**src/rtl/rr_arbiter_16_pkg.sv**
```systemverilog
// rr_arbiter_16_pkg
//   Shared constants and state encoding for the 16-way round-robin arbiter.
//   N_REQ   : number of requesters (16)
//   IDX_W   : width of a requester index (4)
//   HOLD_W  : width of the GRANT-cycle counter (8)
//   state_t : arbiter FSM states; 2'd3 is unused and recovers to IDLE.
package rr_arbiter_16_pkg;

  localparam int N_REQ  = 16;
  localparam int IDX_W  = 4;
  localparam int HOLD_W = 8;

  typedef enum logic [1:0] {
    IDLE  = 2'd0,
    GRANT = 2'd1,
    GAP   = 2'd2
  } state_t;

endpackage

```
**src/rtl/decoder_4x16.sv**
```systemverilog
// decoder_4x16
//   4-to-16 decoder with active-low enable and active-low one-hot outputs.
//   E : active-low enable (1 forces every output high)
//   A : 4-bit select index
//   D : active-low outputs, D[i]=0 iff E=0 and A=i (D[0] is the MSB)
module decoder_4x16 (
  input  logic       E,
  input  logic [3:0] A,
  output logic [0:15] D
);

  for (genvar gi = 0; gi < 16; gi++) begin : g_out
    assign D[gi] = E | (A != 4'(gi));
  end

endmodule

```
**src/rtl/rr_arbiter_16.sv**
```systemverilog
// rr_arbiter_16
//   Round-robin arbiter for 16 requesters driving a 4-to-16 active-low
//   decoder. Grants are held until the owner releases (done, or dropping
//   its request) or MAX_HOLD cycles elapse, followed by a one-cycle gap
//   with the enable deasserted before the next owner is chosen.
//   clk     : system clock, rising edge
//   rst     : asynchronous active-high reset
//   req     : active-high requests, req[i] belongs to requester i
//   done    : release strobe from the current owner
//   A       : registered winner index
//   E       : registered active-low grant enable
//   D       : active-low one-hot grant from the decoder
//   busy    : high while in GRANT or GAP
//   timeout : one-cycle pulse (during GAP) when a grant was revoked by MAX_HOLD
module rr_arbiter_16
  import rr_arbiter_16_pkg::*;
#(
  parameter int MAX_HOLD = 15
) (
  input  logic             clk,
  input  logic             rst,
  input  logic [0:N_REQ-1] req,
  input  logic             done,
  output logic [IDX_W-1:0] A,
  output logic             E,
  output logic [0:N_REQ-1] D,
  output logic             busy,
  output logic             timeout
);

  // Value of hold_cnt during the last permitted GRANT cycle.
  localparam logic [HOLD_W-1:0] HOLD_LAST =
    (MAX_HOLD == 0) ? '0 : HOLD_W'(MAX_HOLD - 1);
  localparam bit HOLD_EN = (MAX_HOLD != 0);

  state_t             state_reg, state_next;
  logic [IDX_W-1:0]   a_reg, a_next;
  logic               e_reg, e_next;
  logic [IDX_W-1:0]   ptr_reg, ptr_next;
  logic [HOLD_W-1:0]  hold_cnt_reg, hold_cnt_next;
  logic               timeout_reg, timeout_next;

  logic [IDX_W-1:0]   winner;
  logic               any_req;
  logic               limit_hit;
  logic               owner_release;

  // First requester at or after ptr, wrapping modulo 16. Falls back to ptr
  // when nothing is requesting; the result is unused in that case.
  function automatic logic [IDX_W-1:0] rr_pick(
    input logic [0:N_REQ-1] r,
    input logic [IDX_W-1:0] p
  );
    logic             found;
    logic [IDX_W-1:0] idx;
    rr_pick = p;
    found   = 1'b0;
    for (int off = 0; off < N_REQ; off++) begin
      idx = p + off[IDX_W-1:0];
      if (!found && r[idx]) begin
        rr_pick = idx;
        found   = 1'b1;
      end
    end
  endfunction

  assign winner        = rr_pick(req, ptr_reg);
  assign any_req       = |req;
  assign limit_hit     = HOLD_EN && (hold_cnt_reg == HOLD_LAST);
  assign owner_release = done || !req[a_reg];

  always_ff @(posedge clk or posedge rst) begin
    if (rst) begin
      state_reg    <= IDLE;
      a_reg        <= '0;
      e_reg        <= 1'b1;
      ptr_reg      <= '0;
      hold_cnt_reg <= '0;
      timeout_reg  <= 1'b0;
    end else begin
      state_reg    <= state_next;
      a_reg        <= a_next;
      e_reg        <= e_next;
      ptr_reg      <= ptr_next;
      hold_cnt_reg <= hold_cnt_next;
      timeout_reg  <= timeout_next;
    end
  end

  always_comb begin
    state_next    = state_reg;
    a_next        = a_reg;
    e_next        = e_reg;
    ptr_next      = ptr_reg;
    hold_cnt_next = hold_cnt_reg;
    timeout_next  = 1'b0;

    case (state_reg)
      IDLE: begin
        e_next = 1'b1;
        if (any_req) begin
          state_next    = GRANT;
          a_next        = winner;
          e_next        = 1'b0;
          hold_cnt_next = '0;
        end
      end

      GRANT: begin
        hold_cnt_next = (hold_cnt_reg == '1) ? hold_cnt_reg
                                             : hold_cnt_reg + HOLD_W'(1);
        if (owner_release || limit_hit) begin
          state_next   = GAP;
          e_next       = 1'b1;
          ptr_next     = a_reg + IDX_W'(1);
          // A coincident owner release counts as a normal release.
          timeout_next = limit_hit && !owner_release;
        end
      end

      GAP: begin
        state_next = IDLE;
        e_next     = 1'b1;
      end

      default: begin
        state_next = IDLE;
        e_next     = 1'b1;
      end
    endcase
  end

  assign A       = a_reg;
  assign E       = e_reg;
  assign busy    = (state_reg == GRANT) || (state_reg == GAP);
  assign timeout = timeout_reg;

  decoder_4x16 u_dec (
    .E (e_reg),
    .A (a_reg),
    .D (D)
  );

endmodule
```
**config.mk**
```make
export PLATFORM = sky130hd
export DESIGN_NAME = rr_arbiter_16
export DESIGN_NICKNAME = d
export VERILOG_FILES = /design/src/rtl/rr_arbiter_16_pkg.sv /design/src/rtl/decoder_4x16.sv /design/src/rtl/rr_arbiter_16.sv
export SDC_FILE = /design/constraint.sdc
export NUM_CORES = 1
export LEC_CHECK = 0
export CAP_MARGIN = 20
export CELL_PAD_IN_SITES_DETAIL_PLACEMENT = 0
export CELL_PAD_IN_SITES_GLOBAL_PLACEMENT = 2
export CORE_MARGIN = 4
export CORE_UTILIZATION = 36
export CTS_CLUSTER_DIAMETER = 50
export DETAILED_ROUTE_END_ITERATION = 10
export PLACE_DENSITY = 0.86
export SKIP_CTS_REPAIR_TIMING = 1
export SYNTH_ARGS = -nofsm -noshare
export SYNTH_HDL_FRONTEND = slang
export SYNTH_SLANG_ARGS = --single-unit
export TNS_END_PERCENT = 5
```
**constraint.sdc**
```tcl
create_clock -name clk -period 5.9 [get_ports clk]
set_clock_uncertainty 0.15 [all_clocks]
set_input_delay 1.18 -clock clk [delete_from_list [all_inputs] [get_ports clk]]
set_output_delay 1.18 -clock clk [all_outputs]
set_load 0.1 [all_outputs]
```
; After elaboration in Yosys (flattened, before gate mapping)
; Cells that the tools add are included.
[word_totals]
regBits = 20
inputBits = 19
elab_cells = 231
out_inout_bits = 23
[op_classes]
addsub = 17
n_lt_le_gt_ge = 17
n_bitwise = 33
n_reduce_logical = 44
eq_ne = 22
n_mux = 92
[op_table]
columns = op, n
row1 = $ge 5x5->1 const B, 17
row2 = $not 4->5, 17
row3 = $bmux 1 s4, 17
row4 = $mux 4, 15
row5 = $mux 1, 53
row6 = $add 4x4->4 const B, 8
row7 = $ne 4x4->1 const B, 8
row8 = $logic_not 1->1, 17
row9 = $add 4x3->4 const B, 4
row10 = $logic_and 1x1->1, 16
row11 = $mux 8, 2
row12 = $ne 4x3->1 const B, 4
row13 = $or 1x1->1, 16
row14 = $pmux 8 s2, 1
row15 = $reduce_or 16->1, 1
row16 = $add 4x1->4 const B, 2
row17 = $add 4x2->4 const B, 2
row18 = $add 8x1->8 const B, 1
row19 = $eq 8x4->1 const B, 1
row20 = $eq 8x8->1 const B, 1
row21 = $ne 4x2->1 const B, 2
row22 = $ne 2x2->1 const B, 3
row23 = $reduce_and 2->1, 3
row24 = $mux 2, 2
row25 = other kinds (10), 12

; Longest topological paths before layout
; Gate-level depths: netlist (run 1).
[logic_depth]
word_depth = 50
depth_mapped = 16
ltp_nobuf = 10

; Cells and area by module
; Synthesis (run 1) repeated with hierarchy kept, for this count alone.
[hier_totals]
cells_unflattened = 421
area_unflattened_um2 = 3826.2
[by_module_without_submodules]
columns = mod, cells_each, instances, area_per_inst_um2, seq_area_each_um2
row1 = rr_arbiter_16, 398, 1, 3699.8, 501.7
row2 = decoder_4x16, 23, 1, 126.4, 0.0

; Least setup slack after synthesis (run 1)
; No wires, ideal clock.
[synth_path]
path_type = reg2reg
startpoint = register ptr_reg[0]
endpoint = register a_reg[1], in the netlist A[1]
required_ns = 5.624
arrival_time_ns = 4.188
slack_ns = 1.436
stages_incl_launch_ff = 16
cell_sequence = dfrtp_1 > buf_6 > buf_6 > buf_4 > buf_2 > inv_1 > ha_1 > buf_2 > inv_1 > mux4_2 > a2111o_1 > nor4b_2 > nand3_2 > or4_1 > a21oi_1 > a21oi_1
[synth_between]
elab_chain_cells = 50
[synth_rtl]
columns = item, line
row1 = start: declaration, rr_arbiter_16.sv:39  ; logic [IDX_W-1:0] ptr_reg, ptr_next;
row2 = start signal: assignment, rr_arbiter_16.sv:84  ; ptr_reg <= ptr_next;
row3 = branches (longest 49 deep; another with $add 4x1->4), -
row4 = $mux 4 (*), rr_arbiter_16.sv:60  ; if (!found && r[idx]) begin
row5 = end signal: assignment, rr_arbiter_16.sv:82  ; a_reg <= a_next;
row6 = end: declaration, rr_arbiter_16.sv:37  ; logic [IDX_W-1:0] a_reg, a_next;
; Every way passes the cells marked *. The select of a mux whose other input is x is not followed.
; A chain may end at the register's enable or synchronous reset.

; Worst setup path in the final report (run 1)
[layout_path]
startpoint = input req[12] (netlist bit)
endpoint = register a_reg[1], in the netlist A[1]
[layout_between]
elab_chain_cells = 49
[layout_rtl]
columns = item, line
row1 = start: declaration, rr_arbiter_16.sv:22  ; input logic [0:N_REQ-1] req,
row2 = $bmux 1 s4, rr_arbiter_16.sv:60
row3 = $mux 1 (not written as such) (2 in series), rr_arbiter_16.sv:60
row4 = $mux 1, rr_arbiter_16.sv:60
row5 = $logic_not 1->1, rr_arbiter_16.sv:60
row6 = $logic_and 1x1->1, rr_arbiter_16.sv:60
row7 = $mux 1, rr_arbiter_16.sv:60
row8 = $logic_not 1->1, rr_arbiter_16.sv:60
row9 = $logic_and 1x1->1, rr_arbiter_16.sv:60
row10 = [... 32 more ...], -
row11 = $logic_and 1x1->1, rr_arbiter_16.sv:60
row12 = $mux 1, rr_arbiter_16.sv:60
row13 = $logic_not 1->1, rr_arbiter_16.sv:60
row14 = $logic_and 1x1->1, rr_arbiter_16.sv:60
row15 = $mux 1, rr_arbiter_16.sv:60
row16 = $logic_not 1->1, rr_arbiter_16.sv:60
row17 = $logic_and 1x1->1, rr_arbiter_16.sv:60
row18 = $mux 4, rr_arbiter_16.sv:60
; Several ways; a longest one is shown, not always the timed one. The select of a mux whose other input is x is not followed.

==> flow_summary.toml, run 1 <==
[yosys]
synth_nets = 475
seq_area_frac_synth = 0.128
netlist_area_sq_um = 3920
yosys_warnings = 0
synth_seq_cells = 20
synth_area_leaders = "mux4_2 (19%), dfrtp_1 (12%), mux2i_1 (6.6%)"
syn_area_per_cell_sq_um = 8.91
async_reset_ff_frac = 1.00
netlist.area_leader.share = 0.189
synthFlopType = "dfrtp_1"
synth-edff-count = 0
syn_inst = 440
yosys.cell_types.count = 73
yosys.area.top_type = "mux4_2"

[placed_design]
port_buffers = 41
dp_slack_ps = 973
globalplace.congestion = 0.977
hpwl_um = 9790

[cts]
cts_buffer_depth = 2
clockRootBuffer = "clkbuf_8"
cts_tree = "done"
cts-htree-levels = 1
clock_latency_ps = 260
numCtsBuffers = 3
path_clk_slew_ps = 80
cts_sinks = 20

[worst_setup_path]
cp-start-kind = "input port"
regToRegStartpoint = "ptr_reg[0]"
end_kind = "register"
critPathRequiredTime_ps = 5900
timing.rr.end = "A[1]"
crit_chain = "clkdlybuf4s50_1 > mux4_1 > mux4_2 > a2111o_1 > nor4b_2 > buf_4 > nand3_2 > or4_1 > a21oi_1 > a21oi_1"
path_max_fanout = 11
path_class = "input port to register"
rrSetupSlack_ps = 1330
critPathArrivalTime_ps = 4700
r2r.worst_path.cells = 11
cpMaxStageDelayCell = "mux4_1"
slowest_delay_ps = 620
crit_path_frequent_cell = "a21oi_1"

[route]
firstDrtPassIters = 5
drc_errors = 0
vias = 3840
viasPerCell = 6.33
wl_per_cell_um = 20.7
first_iter_violations = 290
wl_um = 12600
drt.antenna.violating_nets = 0

[sta]
hold_viol = 0
whs_ps = 385
worst_pin_slew_ps = 1000
tns_ps = 0
fmax_mhz = 213
slew_viol_final = 0
fin_crit_sh = 0.797
rsz0062_at_grt = "false"
postLayoutSetupSlackWorst_ps = 1200
finalSetupViolCount = 0
period_needed_ps = 4700
relSlewSlack = 0.328

[floorplan]
ios = 42
rows = 37
coreArea_sq_um = 10500
fp.dieW_um = 112
die_h_um = 112
start_util = 0.375
dieArea_sq_um = 12600

[status]
status = "finished, final reports clean"

[global_routing]
grt_pass1_vias = 3686
grt_usage = 0.195
grt_pass1_wl_um = 20300
grt_max_degree = 25
grt-ovfl-total = 0
antenna_found_initial = 0

[cells_and_area]
drive_gt1_frac = 0.157
diodes = 0
post-route-util = 0.434
layout.nets = 507
fillers = 1054
largest_register_ffs = 8
areaGrowthSynthToFinish_pct = 15.6

[hold_path]
holdPathStages = 2
min_to = "E"
hp-class = "register to register"
hp-start = "E"

[flow_run]
maxCapViolCount = 0
==> cell usage after synthesis, types with 4 or more instances <==
cell      instances
a211oi_1          6
nor2_1           33
o221ai_1          4
xnor2_1           7
a22o_1            4
inv_1            17
nand3_1          16
buf_2             5
mux2i_1          26
nor2b_1          14
o31ai_1           4
clkbuf_1         14
a22oi_1           5
o32ai_1           4
and3_1            6
mux2_2           19
o211ai_1          4
o21ai_0          20
mux4_2           33
mux2_1            7
xor2_1            8
nand2_1          42
nor4_1            5
ha_1             16
dfrtp_1          19
nor3_1            7
nand4_1           5
a21oi_1          21
==> metrics by stage <==
step / area (sq um) / cells
after CTS: 4540 / 607
final: 4540 / 607
after global placement: 4460 / 603
after detailed placement: 4460 / 603
after floorplan: 3920 / 440
after global routing: 4540 / 607
==> cells by family after synthesis <==
group / share of synthesized area
AOI/OAI and AO/OA: 0.190
and+or+nand+nor: 0.202
buffers and inverters: 0.0466
adders and majority gates: 0.0510
xor gates and xnor gates: 0.0335
muxes: 0.350
DFF: 0.128
==> final cells by class <==
type                            count  area, sq um  share of cell area
Clock buffer                        3         41.3             0.00910
Clock inverter                      1         30.0             0.00662
Multi-Input combinational cell    378         3240               0.714
Sequential cell                    20          503               0.111
Tap cell                          136          170              0.0375
Timing Repair Buffer               51          485               0.107
Inverter                           18         67.6              0.0149
==> routing by layer <==
layer / up-vias / part of all wire / track usage
met4: 0 / 0.020 / 0.0449
li1: 1778 / - / -
met1: 1891 / 0.46 / 0.285
met5: - / 0 / 0
met3: 26 / 0.052 / 0.0199
met2: 145 / 0.47 / 0.313
==> cell usage in the layout (no fill, tap or decap), types with 3 or more instances in the layout <==
master,n
a211o_1,3
a211oi_1,6
a21o_1,3
a21oi_1,21
a22o_1,4
a22oi_1,5
and2_1,3
and3_1,6
buf_4,10
clkbuf_8,3
clkdlybuf4s50_1,41
dfrtp_1,18
ha_1,16
inv_1,17
mux2_1,7
mux2_2,19
mux2i_1,26
mux4_2,33
nand2_1,42
nand3_1,16
nand3b_1,3
nand4_1,5
nor2_1,33
nor2b_1,14
nor3_1,7
nor4_1,5
o211a_1,3
o211ai_1,4
o21ai_0,20
o221ai_1,4
o31ai_1,4
o32ai_1,4
or4_1,3
xnor2_1,7
xor2_1,8
==> worst max-delay path, delay by kind of cell <==
| family | cells | cell delay (ps) |
|---|---|---|
| and+or+nand+nor | 3 | 980 |
| AOI/OAI and AO/OA | 3 | 630 |
| buffers and inverters | 2 | 760 |
| muxes | 2 | 1130 |
==> how the worst max path moves through the flow <==
| stage | to | cells after the start | start | slack (ps) |
|---|---|---|---|---|
| floorplan | A[1] | 15 | ptr_reg[0] | 1440 |
| global placement | A[1] | 10 | req[9] | 1010 |
| detailed placement | A[1] | 10 | req[12] | 970 |
| CTS | A[1] | 10 | req[12] | 1250 |
| global route | A[1] | 10 | req[12] | 1030 |
| finish | A[1] | 10 | req[12] | 1200 |
Power of run 1 is left out: the tool's default activity adds up to more than one toggle a clock period on the data nets, which glitch-free logic cannot reach.
==> run 2, diff against run 1 <==
--- a/config.mk
+++ b/config.mk
@@ -9,10 +9,10 @@
 export CELL_PAD_IN_SITES_DETAIL_PLACEMENT = 0
 export CELL_PAD_IN_SITES_GLOBAL_PLACEMENT = 2
 export CORE_MARGIN = 4
-export CORE_UTILIZATION = 36
+export CORE_UTILIZATION = 33
 export CTS_CLUSTER_DIAMETER = 50
 export DETAILED_ROUTE_END_ITERATION = 10
-export PLACE_DENSITY = 0.86
+export PLACE_DENSITY = 0.83
 export SKIP_CTS_REPAIR_TIMING = 1
 export SYNTH_ARGS = -nofsm -noshare
 export SYNTH_HDL_FRONTEND = slang
==> constraint.sdc (replaced) <==
create_clock -name clk -period 4.1 [get_ports clk]
set_clock_uncertainty 0.15 [all_clocks]
set_input_delay 0.82 -clock clk [delete_from_list [all_inputs] [get_ports clk]]
set_output_delay 0.82 -clock clk [all_outputs]
set_load 0.1 [all_outputs]
==> flow_summary.toml, run 2 (same netlist as run 1, synthesis figures left out) <==
[floorplan]
ios = 42
dieArea_sq_um = 13700
rows = 39
die_h_um = 117
coreArea_sq_um = 11500
start_util = 0.341
fp.dieW_um = 117

[route]
first_iter_violations = 271
drc_errors = 0
viasPerCell = 5.98
firstDrtPassIters = 5
drt.antenna.violating_nets = 0
vias = 4116
wl_um = 13600
wl_per_cell_um = 19.8

[cells_and_area]
diodes = 0
layout_commonest_cell = "buf_4"
seq_area_sq_um = 503
multi_input_area_sq_um = 3240
drive_gt1_frac = 0.306
fillers = 1146
most-common-layout-cells = "buf_4 (100), nand2_1 (42), mux4_2 (33), nor2_1 (33), mux2i_1 (26)"
stdcell_count = 688
final_area_sq_um = 5120
layout.nets = 581
largest_register_ffs = 8
areaGrowthSynthToFinish_pct = 30.4

[global_routing]
grt-ovfl-total = 0
grt_usage = 0.202
grt_pass1_wl_um = 21800
grt_pass1_vias = 4003
antenna_found_initial = 0
grt_max_degree = 41

[cts]
numCtsBuffers = 3
cts_sinks = 20
clock_latency_ps = 260
path_clk_slew_ps = 60
cts-htree-levels = 1
cts_buffer_depth = 2
clockRootBuffer = "clkbuf_16"
cts_tree = "done"

[sta]
finalSetupViolCount = 0
period_needed_ps = 3970
relSlewSlack = 0.349
worst_pin_slew_ps = 973
fmax_mhz = 252
rsz0062_at_grt = "false"
whs_ps = 406
hold_viol = 0
fin_crit_sh = 0.968
slew_viol_final = 0

[worst_setup_path]
critPathRequiredTime_ps = 4090
end_kind = "register"
cpMaxStageDelayCell = "mux4_1"
critPathArrivalTime_ps = 3950
cp-start-kind = "input port"
crit_chain = "clkdlybuf4s50_1 > mux4_1 > mux4_2 > a2111o_1 > buf_4 > nor4b_1 > buf_4 > o31ai_1 > a311oi_1 > o21ai_1"
path_class = "input port to register"
slowest_delay_ps = 540
path_max_fanout = 3
crit_path_frequent_cell = "buf_4"

[placed_design]
place_area_sq_um = 5010
placed_cells = 684
port_buffers = 41
globalplace.congestion = 0.977
hpwl_um = 11000

[hold_path]
hp-class = "register to register"

[status]
status = "finished, final reports clean"

[flow_run]
maxCapViolCount = 0
==> run 2: worst max-delay path, delay by kind of cell <==
| kind | cells | cell delay (ps) |
|---|---|---|
| multiplexers | 2 | 1040 |
| AO/OA/AOI/OAI | 4 | 910 |
| buffers and inverters | 3 | 800 |
| AND/OR/NAND/NOR | 1 | 380 |
==> run 2: area by class of cell <==
cell class / instances / share of cell area
clock buffer: 3 / 0.0147
clock inverter: 1 / 0.00587
inverter: 18 / 0.0137
multi-input combinational: 378 / 0.633
sequential: 20 / 0.0983
tap: 143 / 0.0350
timing repair buffer: 125 / 0.200
==> run 2: final timing paths <==
check | start | to | slack (ps) | cells after the start
hold reg to reg | E | E | 410 | 2
setup reg to reg | ptr_reg[0] | A[3] | 290 | 11
setup / recovery | req[4] | A[3] | 130 | 10
hold / removal | E | E | 410 | 2
max in group asynchronous | rst | ptr_reg[0] | 2320 | 2
min in group asynchronous | rst | timeout | 900 | 2
==> run 2: stage by stage <==
step / utilization / setup WS, ps / TNS (ps)
6_report: 0.444 / 132 / 0
3_5_place_dp: 0.435 / -123 / -371
5_1_grt: 0.444 / 32.6 / 0
2_1_floorplan: - / 17.7 / 0
4_1_cts: 0.444 / 147 / 0
3_3_place_gp: 0.435 / -155 / -314
==> run 2: metal layers <==
metal	global-route usage	vias to the layer above	share of wire
li1	-	1940	-
met1	0.275	2011	0.45
met2	0.342	141	0.48
met3	0.0206	24	0.049
met4	0.0550	0	0.026
met5	0	-	0
Power of run 2 is left out for the same reason.
